### config.mk
export PLATFORM = sky130hd
export DESIGN_NAME = stopwatch_ctrl
export DESIGN_NICKNAME = d
export VERILOG_FILES = /design/src/rtl/stopwatch_ctrl.sv
export SDC_FILE = /design/constraint.sdc
export NUM_CORES = 1
export LEC_CHECK = 0
export BUFFER_PORTS_ARGS = -buffer_cell sky130_fd_sc_hd__buf_4
export CAP_MARGIN = 40
export CORE_ASPECT_RATIO = 1.2
export CORE_UTILIZATION = 52
export CTS_CLUSTER_SIZE = 40
export DETAILED_ROUTE_END_ITERATION = 8
export GPL_TIMING_DRIVEN = 0
export PLACE_DENSITY = 0.76
export RECOVER_POWER = 50
export SKIP_CTS_REPAIR_TIMING = 1
export SYNTH_ARGS = -nofsm -noshare
export SYNTH_HDL_FRONTEND = slang
export SYNTH_SLANG_ARGS = --single-unit
export TNS_END_PERCENT = 5
### constraint.sdc
create_clock -name clk -period 2.15 [get_ports clk]
set_clock_uncertainty 0.1 [all_clocks]
set_input_delay 0.215 -clock clk [delete_from_list [all_inputs] [get_ports clk]]
set_output_delay 0.215 -clock clk [all_outputs]
set_load 0.05 [all_outputs]
### src/rtl/stopwatch_ctrl.sv
// Stopwatch run/pause/load sequencer: button conditioning, start value
// selection, tick gating and terminal-count handling for the BCD counter.
module stopwatch_ctrl #(
   parameter int unsigned DEB_CYCLES  = 16,
   parameter int unsigned BLINK_TICKS = 50
) (
   input  logic        clk,
   input  logic        reset_n,
   input  logic        tick,
   input  logic        P,
   input  logic [1:0]  sel,
   input  logic [7:0]  load,
   input  logic        at_limit,
   output logic        cnt_load,
   output logic [15:0] load_val,
   output logic        cnt_up,
   output logic        cnt_en,
   output logic        running,
   output logic        done,
   output logic        blink
);

   typedef enum logic [2:0] {
      S_INIT,
      S_IDLE,
      S_RUN,
      S_PAUSE,
      S_DONE
   } state_e;

   state_e      state_q, state_d;
   logic        p_s1_q, p_s2_q;
   logic        deb_q, deb_d, deb_d1_q;
   logic [15:0] deb_cnt_q, deb_cnt_d;
   logic        p_evt_q;
   logic [1:0]  sel_q;
   logic        cnt_load_q;
   logic [15:0] load_val_q, load_val_d;
   logic        cnt_up_q;
   logic        running_q, done_q;
   logic        blink_q, blink_d;
   logic [15:0] blink_cnt_q, blink_cnt_d;

   function automatic logic [3:0] clamp9(input logic [3:0] n);
      return (n > 4'd9) ? 4'd9 : n;
   endfunction

   // Counter holds the number of consecutive cycles the synced level
   // has disagreed with the accepted level; any agreement clears it.
   always_comb begin
      deb_d     = deb_q;
      deb_cnt_d = '0;
      if (p_s2_q != deb_q) begin
         if (deb_cnt_q == 16'(DEB_CYCLES - 1)) begin
            deb_d = p_s2_q;
         end else begin
            deb_cnt_d = deb_cnt_q + 16'd1;
         end
      end
   end

   always_comb begin
      load_val_d = '0;
      unique case (sel)
         2'b00:   load_val_d = 16'h0000;
         2'b01:   load_val_d = {clamp9(load[7:4]), clamp9(load[3:0]), 8'h00};
         2'b10:   load_val_d = 16'h9999;
         default: load_val_d = {clamp9(load[7:4]), clamp9(load[3:0]), 8'h00};
      endcase
   end

   always_comb begin
      state_d = state_q;
      unique case (state_q)
         S_INIT: state_d = S_IDLE;
         S_IDLE: begin
            if (sel != sel_q) begin
               state_d = S_INIT;
            end else if (p_evt_q) begin
               state_d = at_limit ? S_DONE : S_RUN;
            end
         end
         S_RUN: begin
            if (at_limit) begin
               state_d = S_DONE;
            end else if (p_evt_q) begin
               state_d = S_PAUSE;
            end
         end
         S_PAUSE: if (p_evt_q) state_d = S_RUN;
         S_DONE:  if (p_evt_q) state_d = S_INIT;
         default: state_d = S_INIT;
      endcase
   end

   // Blink starts high on entry and flips every BLINK_TICKS ticks.
   always_comb begin
      blink_d     = 1'b0;
      blink_cnt_d = '0;
      if (state_d == S_PAUSE) begin
         if (state_q != S_PAUSE) begin
            blink_d = 1'b1;
         end else begin
            blink_d     = blink_q;
            blink_cnt_d = blink_cnt_q;
            if (tick) begin
               if (blink_cnt_q == 16'(BLINK_TICKS - 1)) begin
                  blink_d     = ~blink_q;
                  blink_cnt_d = '0;
               end else begin
                  blink_cnt_d = blink_cnt_q + 16'd1;
               end
            end
         end
      end
   end

   always_ff @(posedge clk or negedge reset_n) begin
      if (!reset_n) begin
         p_s1_q    <= 1'b0;
         p_s2_q    <= 1'b0;
         deb_q     <= 1'b0;
         deb_d1_q  <= 1'b0;
         deb_cnt_q <= '0;
         p_evt_q   <= 1'b0;
      end else begin
         p_s1_q    <= P;
         p_s2_q    <= p_s1_q;
         deb_q     <= deb_d;
         deb_d1_q  <= deb_q;
         deb_cnt_q <= deb_cnt_d;
         p_evt_q   <= deb_q & ~deb_d1_q;
      end
   end

   always_ff @(posedge clk or negedge reset_n) begin
      if (!reset_n) begin
         state_q     <= S_INIT;
         sel_q       <= '0;
         cnt_load_q  <= 1'b0;
         load_val_q  <= '0;
         cnt_up_q    <= 1'b0;
         running_q   <= 1'b0;
         done_q      <= 1'b0;
         blink_q     <= 1'b0;
         blink_cnt_q <= '0;
      end else begin
         state_q     <= state_d;
         cnt_load_q  <= (state_q == S_INIT);
         running_q   <= (state_d == S_RUN);
         done_q      <= (state_d == S_DONE);
         blink_q     <= blink_d;
         blink_cnt_q <= blink_cnt_d;
         if (state_q == S_INIT) begin
            sel_q      <= sel;
            load_val_q <= load_val_d;
            cnt_up_q   <= ~sel[1];
         end
      end
   end

   assign cnt_en   = (state_q == S_RUN) & tick & ~at_limit;
   assign cnt_load = cnt_load_q;
   assign load_val = load_val_q;
   assign cnt_up   = cnt_up_q;
   assign running  = running_q;
   assign done     = done_q;
   assign blink    = blink_q;

endmodule

==> results of run 1 <==
-- cell usage in the layout (no fill, tap or decap), drive strengths merged, types with 4 or more instances in the layout --
cell    instances
or3             5
nor2b           5
nor2           19
xor2            5
nor4           11
nand3b          6
a21oi          14
clkbuf         20
or4             4
nand2          41
inv             7
conb            4
xnor2           9
a31oi          14
nand3          11
nand2b          5
nor3            6
dfrtp          56
buf            38
o21ai          16
o22ai           4
and3            7
nand4          11
-- synth_stat cells, types with 7 or more instances --
master / count
a31oi_1: 14
xnor2_1: 9
o21ai_0: 16
nor2_1: 19
nand4_1: 10
buf_4: 7
a21oi_1: 14
nand2_1: 40
clkbuf_1: 11
nor4_1: 11
nand3_1: 10
dfrtp_1: 56
-- sequential cells by signal, indices dropped and copies added (netlist names) --
name         count
cnt_up           1
state_q          3
deb_d1_q         1
p_s2_q           1
load_val         9
p_s1_q           1
blink            1
p_evt_q          1
deb_cnt_q       16
cnt_load         1
sel_q            2
blink_cnt_q     16
done             1
deb_q            1
running          1
-- stage by stage --
stage | area, um2 | power, W
2_1_floorplan | 2885 | 0.001971
6_report | 3339 | 0.002825
4_1_cts | 3294 | 0.002866
3_3_place_gp | 3203 | 0.002261
5_1_grt | 3339 | 0.002974
3_5_place_dp | 3203 | 0.002272
-- worst max-delay path, stage by stage, from the launching register on --
cell      delay, ps
dfrtp_1         450
inv_1            80
ha_1            190
nor4b_2         170
a41oi_1         250
clkbuf_1        380
nand3b_1        140
a31oi_1         220
-- how the worst max path moves through the flow --
| stage | from | endpoint | slack [ps] |
|---|---|---|---|
| global route | blink_cnt_q[1] | blink_cnt_q[7] | -40 |
| floorplan | blink_cnt_q[0] | blink_cnt_q[14] | 90 |
| CTS | blink_cnt_q[1] | blink | -190 |
| global placement | blink_cnt_q[1] | blink | -110 |
| detailed placement | blink_cnt_q[1] | blink | -180 |
| finish | blink_cnt_q[1] | blink_cnt_q[7] | 90 |
-- routing by layer --
layer	wire, um	vias to the layer above
li1	-	1191
met1	2663	1166
met2	3008	44
met3	207	8
met4	97	0
met5	0	-
-- kinds of logic after synthesis --
kind of cell | Yosys count | share of synthesized area, %
xor gates and xnor gates | 14 | 4.276
AOI/OAI and AO/OA | 59 | 12.35
adders and majority gates | 3 | 1.309
and+or+nand+nor | 144 | 27.57
buffers and inverters | 26 | 4.363
other | 1 | 0.1308
DFF | 56 | 48.87
muxes | 3 | 1.134
-- cell type report --
cell class                 count  share of cell area [%]
buffer                        19                   3.072
sequential                    56                   42.00
inverter                       7                  0.7868
clock buffer                   5                   2.061
multi-input combinational    227                   41.36
tap                           62                   2.323
timing repair buffer          36                   7.718
clock inverter                 3                  0.6744
-- power groups by stage --
| stage | sequential (W) | combinational, W | clock, W |
|---|---|---|---|
| 3_3_place_gp | 0.00126 | 0.00100 | 0 |
| 2_1_floorplan | 0.00156 | 0.000412 | 0 |
| 6_report | 0.00124 | 0.000998 | 0.000587 |
| 5_1_grt | 0.00125 | 0.00108 | 0.000639 |
| 3_5_place_dp | 0.00126 | 0.00101 | 0 |
| 4_1_cts | 0.00124 | 0.00102 | 0.000609 |
==> flow_summary.ini, run 1 <==
[clocking]
cts_tree = done
cts_buffers = 5
clkTransAtPathRegs_ps = 100
root_buffer = clkbuf_8
clock_path_buffers = 2
worstSkewPairLatency_ps = 310
numClockSinks = 56
htreeDepth = 2

[sta]
slew_violations = 0
grt_setup_unrepaired = yes
fmax_mhz = 485.7
finalHoldViolCount = 0
fin_crit_ps = 2059
timing.setup.tns_ps = 0
tightest_slew_ps = 1357
worst_hold_slack_ps = 38.52
worst_slack_ps = 91.30
fin_crit_sh_pct = 95.75
setup_viol = 0
slew-limit-headroom_pct = 9.555

[logic_synthesis]
ys_ff_latch = 56
avgSynthCellArea_um2 = 9.372
synth.distinct_cells = 50
syn_inst = 306
synthFlopType = dfrtp_1
synth_area_leader_cell = dfrtp_1
ys_warn_count = 0
synthTopCellsByArea = dfrtp_1 49%, nand2_1 5.2%, a31oi_1 3.1%
synth.cell_area_um2 = 2868
synth_edf_count = 0
synthArstFlopShare_pct = 100.0
ys_seq_area_share_pct = 48.87
netlist.area_leader.share_pct = 48.87

[die]
dieArea_um2 = 5817
die_w_um = 69.79
die_y_um = 83.35
fp-row-count = 29
design.core.area_um2 = 5298
ios = 37
start_util_pct = 54.13

[finish]
post-route-util_pct = 63.04
antenna_cells = 0
area.growth.synth_to_final_pct = 16.45
stdcell_count = 415
fillers = 439
drive_above_1_share_pct = 18.70
seqCellArea_um2 = 1403
multiInputGateArea_um2 = 1381
layout.nets = 370

[placed_design]
dp_slack_ps = -176.2
hpwl_mm = 4.098
gp_congestion = 0.9051
port-buffer-count = 32
dp.cells = 403

[power_and_ir_drop]
peakVddDrop_mv = 0.8533
seqPwrFrac_pct = 43.9
clkPwrFrac_pct = 20.8
power.internal_w = 0.001698
p_per_area_nw_per_um2 = 845.9
p_switching_w = 0.001126
switching_share_pct = 39.87
combPwrFrac_pct = 35.3
leakagePower_nw = 1.440

[worst_setup_path]
timing.rr.end = blink_cnt_q[7]
arrival_ps = 2190
path_max_fanout = 10
critical_path_class = reg2reg
r2r_setup_slack_ps = 90
reg2reg_from = blink_cnt_q[1]
cp.required_ps = 2280
cp-start-kind = register
critPathCaptureType = register
r2r_cells = 7

[routing]
dr.pass1.iters = 4
drc = 0
vias = 2409
routed_via_density = 5.805
drtAntennaViolNets = 0
routed_wl_mm = 5.976
drt_iter0_markers = 195
wire_per_inst_um = 14.40

[grt]
grt_util_met1_pct = 27.75
antenna_found_initial = 0
grt_pass1_vias = 2307
met2_usage_pct = 35.66
grt_use_met3_pct = 3.641
grt_pass1_wl_mm = 10.21
grt_overflow = 0
grt_start_max_net_pins = 57
track_usage_pct = 21.48
grt-busiest-layer = met2

[hold_path]
hold_depth = 3
hold_start = sel[1]
hp-class = in2reg
holdPathEnd = sel_q[1]

[run]
drv_cap = 0

[status]
status = finished clean
No activity file was read; power rests on OpenSTA's default activity.
==> run 2, diff against run 1 <==
--- a/config.mk
+++ b/config.mk
@@ -8,11 +8,13 @@
 export BUFFER_PORTS_ARGS = -buffer_cell sky130_fd_sc_hd__buf_4
 export CAP_MARGIN = 40
 export CORE_ASPECT_RATIO = 1.2
-export CORE_UTILIZATION = 52
+export CORE_UTILIZATION = 54
+export CTS_BUF_LIST = sky130_fd_sc_hd__clkbuf_4 sky130_fd_sc_hd__clkbuf_8
 export CTS_CLUSTER_SIZE = 40
 export DETAILED_ROUTE_END_ITERATION = 8
 export GPL_TIMING_DRIVEN = 0
-export PLACE_DENSITY = 0.76
+export HOLD_SLACK_MARGIN = 0.15
+export PLACE_DENSITY = 0.78
 export RECOVER_POWER = 50
 export SKIP_CTS_REPAIR_TIMING = 1
 export SYNTH_ARGS = -nofsm -noshare
==> run 2 against run 1 <==
Compared with the run above: final cell count increased by 0.72%; clock-buffer cell count increased by 1; critical endpoint is now blink_cnt_q[14]; wire length up 5.0%; cell area grew 1.7%; global-route usage up 1.3 points; die area decreased by 3.6%; register-to-register slack worse by 80 ps; via count increased by 1.8%; combinational power about the same; sequential share of layout area fell by 0.71 points; non-clock buffer count up 5.
==> flow_summary.ini, run 2 (same netlist as run 1, synthesis figures left out) <==
[sta]
setup_viol = 0
fin_crit_sh_pct = 99.39
slew-limit-headroom_pct = 11.56
slew_violations = 0
tightest_slew_ps = 1327
grt_setup_unrepaired = yes
finalHoldViolCount = 0
fmax_mhz = 468.0
fin_crit_ps = 2137

[worst_setup_path]
critical_path_class = reg2reg
reg2reg_from = blink_cnt_q[1]
crit_path_start = blink_cnt_q[1]
critPathCaptureType = register
cp-start-kind = register
path_max_fanout = 5
cp.required_ps = 2290
arrival_ps = 2280

[grt]
grt_start_max_net_pins = 57
grt_pass1_vias = 2202
antenna_found_initial = 0
grt_overflow = 0
grt_pass1_wl_mm = 9.591
track_usage_pct = 22.82

[finish]
layout.nets = 375
drive_above_1_share_pct = 17.60
layout_common_cells = 55 x dfrtp_1, 40 x nand2_1, 34 x buf_4, 19 x nor2_1, 15 x o21ai_0
antenna_cells = 0
final_common_cell = dfrtp_1
design_area_um2 = 3397
stdcell_count = 418
area.growth.synth_to_final_pct = 18.46

[placed_design]
gp_congestion = 0.8982
port-buffer-count = 32
hpwl_mm = 4.245
dp.cells = 401
place_area_um2 = 3201

[hold_path]
hold_start = at_limit
hp-class = in2reg

[power_and_ir_drop]
total_power_w = 0.002864
peakVddDrop_mv = 0.7054
leakagePower_nw = 1.454
p_per_area_nw_per_um2 = 843.1

[die]
die_w_um = 68.53
start_util_pct = 57.24
dieArea_um2 = 5607
design.core.area_um2 = 5010
fp-row-count = 28
die_y_um = 81.83
ios = 37

[routing]
vias = 2452
wire_per_inst_um = 15.00
drc = 0
routed_wl_mm = 6.272
dr.pass1.iters = 4
routed_via_density = 5.866
drtAntennaViolNets = 0
drt_iter0_markers = 194

[clocking]
root_buffer = clkbuf_8
worstSkewPairLatency_ps = 310
clock_path_buffers = 2
cts_buffers = 5
cts_tree = done
htreeDepth = 2
clkTransAtPathRegs_ps = 100
numClockSinks = 56

[run]
drv_cap = 0

[status]
status = finished clean
## run 2: cell count changes in the layout (fill, tap and decap cells not counted), sizes merged
cell,before,now
buf,38,37
clkinvlp,0,2
clkinv,3,1
inv,7,6
dlygate4sd3,2,9
## run 2: metrics by stage
step                setup TNS, ps  util (%)  worst slack, ps  hold WS (ps)
floorplan                       0         -            90.28        -180.6
global placement           -87.88     63.89           -51.61         199.0
detailed placement         -136.2     63.89           -75.21         201.6
CTS                        -196.1     65.83           -78.50        -142.4
global route               -115.5     67.81           -50.53         169.2
finish                          0     67.81            13.03         174.6
## run 2: layout make-up
class                   instances  area, um2
plain buffers                  19      105.1
well taps                      60      75.07
multi-input cells             227       1378
inverters                       7      26.28
clock inverters                 2      15.01
repair buffers                 41      312.8
clock buffers                   6      82.58
flip-flops and latches         56       1403
fillers                       406       1613
## run 2: critical path, cell delays in order (launching register included)
cell	delay [ps]
dfrtp_1	440
ha_4	170
nand3_2	130
or4_4	560
or4_1	510
a21oi_1	150
## run 2: worst paths after layout
| path | endpoint | cells after the start | slack, ps |
|---|---|---|---|
| worst max-delay path | blink_cnt_q[14] | 5 | 10 |
| worst min-delay path | running | 4 | 170 |
| worst max register to register | blink_cnt_q[14] | 5 | 10 |
| worst min register to register | p_s2_q | 0 | 270 |
| max in group asynchronous | blink_cnt_q[0] | 2 | 450 |
| min in group asynchronous | blink_cnt_q[4] | 2 | 630 |
## run 2: where the power goes
| part | switching (W) | internal, W | leakage (nW) |
|---|---|---|---|
| Combinational | 0.000725 | 0.000303 | 0.657 |
| Sequential | 0.0000655 | 0.00117 | 0.754 |
| Clock | 0.000337 | 0.000261 | 0.0434 |
| Total | 0.00113 | 0.00174 | 1.45 |
## run 2: per-layer routing
metal / track usage (%) / up-vias / wire [um]
met5: 0 / - / 0
met4: 11.46 / 0 / 190
met3: 4.722 / 21 / 231
met2: 37.16 / 61 / 3131
met1: 28.25 / 1172 / 2718
li1: - / 1198 / -
==> run 3, diff against run 2 <==
==> constraint.sdc (replaced) <==
create_clock -name clk -period 1.75 [get_ports clk]
set_clock_uncertainty 0.1 [all_clocks]
set_input_delay 0.175 -clock clk [delete_from_list [all_inputs] [get_ports clk]]
set_output_delay 0.175 -clock clk [all_outputs]
set_load 0.05 [all_outputs]
==> run 3 against run 2 <==
Compared with the run above: the flow now finishes with violations (negative setup slack); clock power is 48% higher; via count is 3.2% higher; wire length is 8.3% higher; core utilization is 4.1 points higher; sequential power is 23% higher; non-clock buffer count is 6 higher; clock-buffer cell count stayed put; die area stayed put; largest power group unchanged; highest routed layer unchanged.
==> flow_summary.ini, run 3 (same netlist as run 1, synthesis figures left out) <==
[status]
status = finished with violations
violations = negative setup slack

[power_and_ir_drop]
leakagePower_nw = 1.546
combPwrFrac_pct = 34.5
clkPwrFrac_pct = 24.1
p_switching_w = 0.001389
switching_share_pct = 37.64
seqPwrFrac_pct = 41.5
p_per_area_nw_per_um2 = 1024
power.internal_w = 0.002302
total_power_w = 0.003691
peakVddDrop_mv = 1.073

[die]
die_w_um = 68.53
design.core.area_um2 = 5010
start_util_pct = 57.24
dieArea_um2 = 5607
die_y_um = 81.83
fp-row-count = 28
ios = 37

[worst_setup_path]
path_max_fanout = 5
arrival_ps = 2060
crit_top_cell = or4_4
worst_path_largest_cell_delay_ps = 450
critical_path_class = reg2reg
path_cells = ha_4 > nand3_4 > or4_4 > or4_4 > a21oi_2
crit_slowest_cell = or4_4
critPathCaptureType = register
cp.required_ps = 1890
cp-start-kind = register

[finish]
post-route-util_pct = 71.95
stdcell_count = 424
antenna_cells = 0
final_common_cell = dfrtp_1
layout.nets = 381
design_area_um2 = 3605
area.growth.synth_to_final_pct = 25.70
drive_above_1_share_pct = 25.82
layout_common_cells = 47 x dfrtp_1, 43 x buf_4, 38 x nand2_1, 19 x nor2_1, 15 x o21ai_0

[placed_design]
place_area_um2 = 3223
port-buffer-count = 32
dp.cells = 401
gp_congestion = 0.9225
hpwl_mm = 4.412

[sta]
fin_crit_ps = 1918
finalHoldViolCount = 0
worst_slack_ps = -168.0
fmax_mhz = 521.4
slew-limit-headroom_pct = 50.17
slew_violations = 0
grt_setup_unrepaired = yes
fin_crit_sh_pct = 109.6
tightest_slew_ps = 747.5
setup_viol = 14

[clocking]
cts_tree = done
clock_path_buffers = 2
cts_buffers = 5
numClockSinks = 56
root_buffer = clkbuf_8
htreeDepth = 2
worstSkewPairLatency_ps = 310
clkTransAtPathRegs_ps = 100

[routing]
vias = 2531
routed_via_density = 5.969
dr.pass1.iters = 4
routed_wl_mm = 6.790
drt_iter0_markers = 153
drc = 0
wire_per_inst_um = 16.01
drtAntennaViolNets = 0

[grt]
track_usage_pct = 24.05
grt_pass1_wl_mm = 10.04
grt_overflow = 0
antenna_found_initial = 0
grt_start_max_net_pins = 57
grt_pass1_vias = 2263

[hold_path]
hp-class = in2reg

[run]
drv_cap = 0
## run 3: layout make-up
class / count / area [um2]
flip-flops and latches: 56 / 1413
clock inverters: 2 / 38.79
clock buffers: 6 / 82.58
repair buffers: 48 / 371.6
inverters: 7 / 26.28
fillers: 383 / 1405
multi-input cells: 227 / 1476
well taps: 60 / 75.07
plain buffers: 18 / 121.4
## run 3: worst paths after layout
check	from	to	slack, ps	depth (start not counted)
setup / recovery	blink_cnt_q[1]	blink_cnt_q[14]	-170	5
hold / removal	at_limit	state_q[2]	130	3
setup reg to reg	blink_cnt_q[1]	blink_cnt_q[14]	-170	5
hold reg to reg	p_s1_q	p_s2_q	250	0
max in group asynchronous	reset_n	deb_cnt_q[6]	620	2
min in group asynchronous	reset_n	blink_cnt_q[5]	380	2
## run 3: worst max-delay path, delay by kind of cell (launching register included)
| family | cells | cell delay (ps) |
|---|---|---|
| and+or+nand+nor | 3 | 990 |
| DFF | 1 | 440 |
| adders and majority gates | 1 | 190 |
| AOI/OAI and AO/OA | 1 | 130 |
## run 3: through the flow
stage	hold WS (ps)	setup slack, ps	TNS [ps]
2_1_floorplan	-220.6	-84.27	-313.6
3_3_place_gp	168.7	-429.6	-5271
3_5_place_dp	168.9	-449.2	-5917
4_1_cts	-175.8	-478.4	-6975
5_1_grt	152.4	-254.9	-4643
6_report	131.7	-168.0	-1316
## run 3: power groups by stage
stage                     clock network [W]  logic (W)  registers, W
after floorplan                           0   0.000527       0.00192
after global routing               0.000942    0.00136       0.00155
after global placement                    0    0.00125       0.00155
final                              0.000888    0.00127       0.00153
after detailed placement                  0    0.00127       0.00155
after CTS                          0.000901    0.00127       0.00153
## run 3: metal layers
layer,global-route usage (%),vias to the layer above,part of all wire [%]
li1,-,1217,-
met3,3.056,12,2.8
met1,29.67,1237,42
met4,10.83,0,1.8
met2,41.27,65,54
met5,0,-,0
